**src/rtl/mem_stage_ctrl.sv**
```systemverilog
// rtl/mem_stage_ctrl.sv - MEM-stage data-memory controller with fixed access latency
module mem_stage_ctrl #(
    parameter int unsigned ADDR_BASE   = 1024,
    parameter int unsigned MEM_WORDS   = 64,
    parameter int unsigned WAIT_CYCLES = 3
) (
    input  logic        clk,
    input  logic        rst,
    input  logic        mem_r_en,
    input  logic        mem_w_en,
    input  logic [31:0] ALU_res,
    input  logic [31:0] ST_value,
    output logic        freeze,
    output logic [31:0] mem_rd_value,
    output logic        addr_err
);

    localparam int unsigned IDX_W       = (MEM_WORDS > 1) ? $clog2(MEM_WORDS) : 1;
    localparam logic [31:0] LP_BASE     = 32'(ADDR_BASE);
    localparam logic [31:0] LP_WORDS    = 32'(MEM_WORDS);
    localparam logic [3:0]  LP_CNT_INIT = 4'(WAIT_CYCLES - 1);

    typedef enum logic [1:0] {
        S_IDLE,
        S_BUSY,
        S_DONE
    } state_t;

    state_t           r_state;
    logic [3:0]       r_cnt;
    logic [IDX_W-1:0] r_idx;
    logic [31:0]      r_data;
    logic             r_op_wr;
    logic             r_bad;
    logic [31:0]      r_rd_value;
    logic             r_addr_err;
    logic [31:0]      r_mem [MEM_WORDS];

    logic             w_req;
    logic [31:0]      w_off;
    logic [31:0]      w_word;
    logic             w_bad;
    logic             w_commit;
    logic             w_wr_en;

    assign w_req  = mem_r_en | mem_w_en;
    assign w_off  = ALU_res - LP_BASE;
    assign w_word = w_off >> 2;
    assign w_bad  = (ALU_res < LP_BASE) || (ALU_res[1:0] != 2'b00) || (w_word >= LP_WORDS);

    assign w_commit = (r_state == S_BUSY) && (r_cnt == 4'd0);
    // A reset landing on the commit edge must abort the store as well.
    assign w_wr_en  = w_commit && r_op_wr && !r_bad && !rst;

    assign freeze       = ((r_state == S_IDLE) && w_req) || (r_state == S_BUSY);
    assign mem_rd_value = r_rd_value;
    assign addr_err     = r_addr_err;

    always_ff @(posedge clk) begin
        if (w_wr_en) begin
            r_mem[r_idx] <= r_data;
        end
    end

    always_ff @(posedge clk) begin
        if (rst) begin
            r_state    <= S_IDLE;
            r_cnt      <= 4'd0;
            r_idx      <= '0;
            r_data     <= 32'd0;
            r_op_wr    <= 1'b0;
            r_bad      <= 1'b0;
            r_rd_value <= 32'd0;
            r_addr_err <= 1'b0;
        end else begin
            r_addr_err <= 1'b0;
            case (r_state)
                S_IDLE: begin
                    if (w_req) begin
                        r_idx   <= w_word[IDX_W-1:0];
                        r_data  <= ST_value;
                        r_op_wr <= mem_w_en;
                        r_bad   <= w_bad;
                        r_cnt   <= LP_CNT_INIT;
                        r_state <= S_BUSY;
                    end
                end
                S_BUSY: begin
                    if (r_cnt == 4'd0) begin
                        if (!r_op_wr) begin
                            r_rd_value <= r_bad ? 32'd0 : r_mem[r_idx];
                        end
                        r_addr_err <= r_bad;
                        r_state    <= S_DONE;
                    end else begin
                        r_cnt <= r_cnt - 4'd1;
                    end
                end
                S_DONE: begin
                    r_state <= S_IDLE;
                end
                default: begin
                    r_state <= S_IDLE;
                end
            endcase
        end
    end

endmodule

```
**config.mk**
```make
export PLATFORM = sky130hd
export DESIGN_NAME = mem_stage_ctrl
export DESIGN_NICKNAME = d
export VERILOG_FILES = /design/src/rtl/mem_stage_ctrl.sv
export SDC_FILE = /design/constraint.sdc
export NUM_CORES = 2
export LEC_CHECK = 0
export BUFFER_PORTS_ARGS = -buffer_cell sky130_fd_sc_hd__buf_4
export CORE_UTILIZATION = 45
export CTS_CLUSTER_SIZE = 28
export DETAILED_ROUTE_END_ITERATION = 10
export PLACE_DENSITY = 0.71
export SLEW_MARGIN = 20
export SYNTH_ARGS = -nofsm -noshare
export SYNTH_HDL_FRONTEND = slang
export SYNTH_SLANG_ARGS = --single-unit
```
**constraint.sdc**
```tcl
create_clock -name clk -period 6.1 [get_ports clk]
set_input_delay 1.83 -clock clk [delete_from_list [all_inputs] [get_ports clk]]
set_output_delay 1.83 -clock clk [all_outputs]
set_load 0.05 [all_outputs]
```
After elaboration in Yosys (flattened, before gate mapping):

Memories as Yosys holds them, arrays and structs flattened. A register that Yosys moved wholly into a read port is not among the register bits.
Cells that the tools add are included.

* $add $sub $neg: 2
* multiply operators: 0
* div/mod/pow operators: 0
* magnitude comparators: 2
* equality and inequality tests: 4
* shift operators: 0
* multiplexer cells: 11
* bitwise operators: 4
* reductions and logical operators: 19

Operators with widths (count)
* less-than comparator 32 x 11 -> 1 bit, second input constant: 1
* two-way mux 32 bit: 1
* subtractor 32 x 11 -> 32 bit, second input constant: 1
* >= comparator 30 x 7 -> 1 bit, second input constant: 1
* two-way mux 6 bit: 2
* two-way mux 4 bit: 2
* one-hot mux 4 bit (2 select lines): 1
* AND reduction 3 bit: 2
* logical AND 1 bit: 5
* logical NOT 4 bit: 1
* two-way mux 2 bit: 2
* inequality test 2 bit, second input constant: 2
* one-hot mux 2 bit (2 select lines): 1
* AND reduction 2 bit: 2
* nonzero test 2 bit: 2
* subtractor 4 x 1 -> 4 bit, second input constant: 1
* logical OR 1 bit: 3
* inverter 1 bit: 3
* OR reduction 3 bit: 1
* equality test 2 x 1 -> 1 bit, second input constant: 1
* logical NOT 1 bit: 2
* logical NOT 2 bit: 1
* two-way mux 1 bit: 2
* inequality test 2 x 1 -> 1 bit, second input constant: 1
* bitwise OR 1 bit: 1

* register bits after elaboration: 79
* latch bits: 0
* memory bits (writable): 2048
* memory bits (read-only): 0
* input bits: 68
* output and inout port bits: 34
* word-level logic and storage cells: 51
* memories kept: 1

Memories
* r_mem: words 64, width 32, rd ports 1, clocked after Yosys merged registers in 1, wr ports 1, line 37 `logic [31:0] r_mem [MEM_WORDS];`

Logic depth before layout (Yosys ltp):

* depth after elaboration: 7
* gate-level depth with buffers: 10
* gate-level depth less buffers: 7

Worst setup path after synthesis:

No wires, ideal clock.

* path kind: input to register
* start: input rst
* end: memory r_mem[62][0], enable pin
* library setup time: 0.421 ns
* arrival: 4.085 ns
* required time: 5.679 ns
* slack: 1.594 ns
* stages on the path: 5
* path buffers: 1
* cell sequence: clkbuf_1 > nor3_1 > and4b_1 > nand3_1 > nor2_1

* word-level cells in the longest chain between the ends: 4

Ends and longest elaborated chain
* from (decl): line 8 `input logic rst,`
* logical NOT 1 bit: line 53 `assign w_wr_en = w_commit && r_op_wr && !r_bad && !rst;`
* logical AND 1 bit: line 53
* two-way mux 1 bit: line 60 `if (w_wr_en) begin`
* two-way mux 1 bit (not written as such): line 61 `r_mem[r_idx] <= r_data;`
* to (decl): line 37

No other way between the ends.

Final worst setup path:

* start: input mem_w_en
* end: output freeze

* word-level cells in the longest chain between the ends: 3

Ends and longest elaborated chain
* from (decl): line 10 `input logic mem_w_en,`
* bitwise OR 1 bit: line 46 `assign w_req = mem_r_en | mem_w_en;`
* logical AND 1 bit: line 55 `assign freeze = ((r_state == S_IDLE) && w_req) || (r_state == S_BUSY);`
* logical OR 1 bit: line 55
* to (decl): line 13 `output logic freeze,`

No other way between the ends.

==> impl_results.md <==
- Post-CTS setup buffer count: 0
- Number of library cell types mapped by synthesis: 75
- Measured slew at the worst slew-check pin: 1280 ps
- # setup viols final: 0
- Number of max-slew violations in the final report: 0
- Overall via count from detail_route: 41635
- Pin count of the biggest net entering global routing: 127
- Capturing element type of the critical path: output port
- Core Footprint: 179000 um^2
- Arrival time worst endpoint: 2620 ps
- Detailed-router iteration count before antenna repair: 6
- Critical path start-end classification: primary input to output port
- Final Hold Violating Endpoints: 0
- Starting utilization of the core area: 45.5%
- Total Wirelength: 216000 um
- Number of buffers on the longest clock path: 3
- Number of maximum-capacitance constraint violations: 0
- Cell count after synthesis: 3940
- Flip-flop and latch count after synthesis: 2133
- Final period util: 72.9%
- Utilization of the core after routing: 51.5%
- Net count, final: 4225
- Initial antenna violation count: 6
- Clock latency at the later pin of the worst-skew pair: 850 ps
- Class of the tightest hold or removal check: register to register
- Startpoint types: primary input
- Post-CTS resize count: 0
- Fill cells: 13609
- Met3 Use GR: 4.25%
- Die width: 428 um
- Top-Level Pins: 102
- Area added between synthesis and finish: 13.0%
- Cell area power density: 345 nW/um^2
- Headroom to the max-slew limit: 14.6%
- Detailed-route vias per instance: 6.24
- Fmax: 225 MHz
- Clock root buffer: sky130_fd_sc_hd__clkbuf_16
- Leakage component of the power: 28.6 nW
- Post-synth top flop: sky130_fd_sc_hd__edfxtp_1
- # port buffers: 101
- Starting DRC count in detailed routing: 6134
- Total negative setup slack: 0 ps
- Critical path data required time: 4270 ps
- GR Util All Layers: 23.3%
- Average wire length per cell after detail routing: 32.4 um
- Post-synthesis instance area: 81700 um^2
- Maximum fanout along the worst path: 4
- Result of the run: completed
- Clock sinks: 2133
- Die height: 428 um
- GR peak layer: met2
- Most common cell after layout, fill and taps aside: sky130_fd_sc_hd__edfxtp_1
- Die area: 183000 um^2
- Vias in the first global route: 40373
- Row count: 155
- Remaining antenna violation count: 0
- GRT met1 Usage: 31.1%
- Clock transition at the registers of the reported paths: 60 ps
- Final period demand of the worst path: 4450 ps
- CTS HTree Levels: 4
- HPWL reported at the end of detailed placement: 130000 um
- Commonest cells after routing, fill and taps aside: 2048 x sky130_fd_sc_hd__edfxtp_1, 415 x sky130_fd_sc_hd__mux4_2, 253 x sky130_fd_sc_hd__mux2i_1
- CTS tree: built
- Async set-reset flop share out of synthesis: 0%
- GRT met2 Usage: 38.4%
- Total overflow reported by the global router: 0
- Share of cells above drive strength 1: 24.7%
- IR Drop Worst-Case VDD: 299 uV
- Part of the Yosys area used for sequential elements: 77.4%
- Mean post-synth cell area: 20.7 um^2
- GPL Wtd Cong: 0.914
- Net count after synthesis: 4010
- Cts bufs inserted: 195
- First-pass GRT wire length: 303000 um
- Setup repair after global routing missed its margin: no
- Count of flip-flops with a built-in enable after synthesis: 2048
- Number of buffers inserted for hold repair after clock tree synthesis: 0
- Number of warnings issued by yosys: 0
- Max Clock Skew: 40.7 ps
- Post-route DRC violation count: 0
## worst max-delay path: stages
cell and delay, ps:
sky130_fd_sc_hd__buf_4 110, sky130_fd_sc_hd__or2_2 320, sky130_fd_sc_hd__nor2_1 110, sky130_fd_sc_hd__nor2_1 50, sky130_fd_sc_hd__buf_4 190
## cell families (layout without fill, tap and decap cells)
group,Yosys count,count (layout),share of synthesized area [%]
AO/OA/AOI/OAI,337,337,2.94
XOR/XNOR,4,4,0.0429
adder cells (fa/ha/maj),3,3,0.0429
buffers and inverters,227,604,1.47
flip-flops,2133,2133,77.4
multiplexers,697,697,14.9
other,0,2,0
AND/OR/NAND/NOR,539,539,3.15
## flip-flops by register name, summed over array words and instances, names as in the netlist, named ones only
| signal | count |
|---|---|
| mem_rd_value | 32 |
| addr_err | 1 |
| r_mem | 2048 |
| r_data | 32 |
| r_idx | 6 |
| r_cnt | 4 |
| r_state | 2 |
| r_bad | 1 |
| r_op_wr | 1 |
## synthesized netlist by cell type, drive strengths merged (5+ instances only)
library cell	count	area share (%)
mux2	29	0.40
nand2b	25	0.19
mux2i	253	3.1
a31oi	25	0.19
mux4	415	11
nand4	31	0.24
a221oi	9	0.097
clkbuf	75	0.34
or2b	7	0.064
a211oi	5	0.046
a32oi	7	0.075
o22ai	27	0.21
nor2b	16	0.12
edfxtp	2048	75
nor4	6	0.054
nor3	16	0.098
a21oi	61	0.37
o21ai	24	0.15
inv	6	0.028
a22oi	92	0.85
a211o	8	0.086
nand3	76	0.47
a22o	33	0.35
buf	145	1.1
or4	7	0.064
a221o	12	0.15
nand2	195	0.90
a2111oi	8	0.087
and2	7	0.054
dfxtp	85	2.1
or3b	5	0.054
nor2	115	0.53
nand3b	8	0.074
## cell type report
cell class | instances | area [um^2] | area share (%)
flip-flops and latches | 2133 | 63300 | 68.6
inverters | 7 | 26.3 | 0.0285
multi-input cells | 1580 | 17800 | 19.2
well taps | 2355 | 2950 | 3.19
repair buffers | 238 | 2060 | 2.23
clock buffers | 257 | 5330 | 5.77
clock inverters | 102 | 858 | 0.930
diodes | 2 | 5.00 | 0.00542
## worst paths after layout
path | startpoint | to | slack (ps) | cells past startpoint
max reg2reg | r_cnt[0]$_SDFFE_PP0P_ | r_mem[27][25]$_DFFE_PP_ | 1840 | 8
min | r_data[25]$_SDFFE_PP0P_ | r_data[25]$_SDFFE_PP0P_ | 450 | 2
min reg2reg | r_data[25]$_SDFFE_PP0P_ | r_data[25]$_SDFFE_PP0P_ | 450 | 2
max | mem_w_en | freeze | 1650 | 5
## through the flow
stage	cell area (um^2)	hold WS, ps	worst slack (ps)	cells	total power [W]
2_1_floorplan	81700	445	1590	3940	0.0188
3_3_place_gp	85900	443	1100	6307	0.0202
3_5_place_dp	86000	446	992	6310	0.0203
4_1_cts	92200	455	1650	6669	0.0319
5_1_grt	92300	469	1630	6672	0.0326
6_report	92300	453	1650	6674	0.0319
## power breakdown
group	leakage [nW]	internal (W)	switching (W)
registers	19.5	0.0164	0.000527
clock network	3.00	0.00654	0.00532
logic	6.06	0.00109	0.00196
total	28.6	0.0240	0.00781
## metal layers
layer  up-vias  routed length [um]
met4         4                8820
li1      16778                   -
met5         -                  26
met1     22000               81200
met2      2453              107000
met3       400               19500
Note: power is estimated with default switching activity, not from simulation.
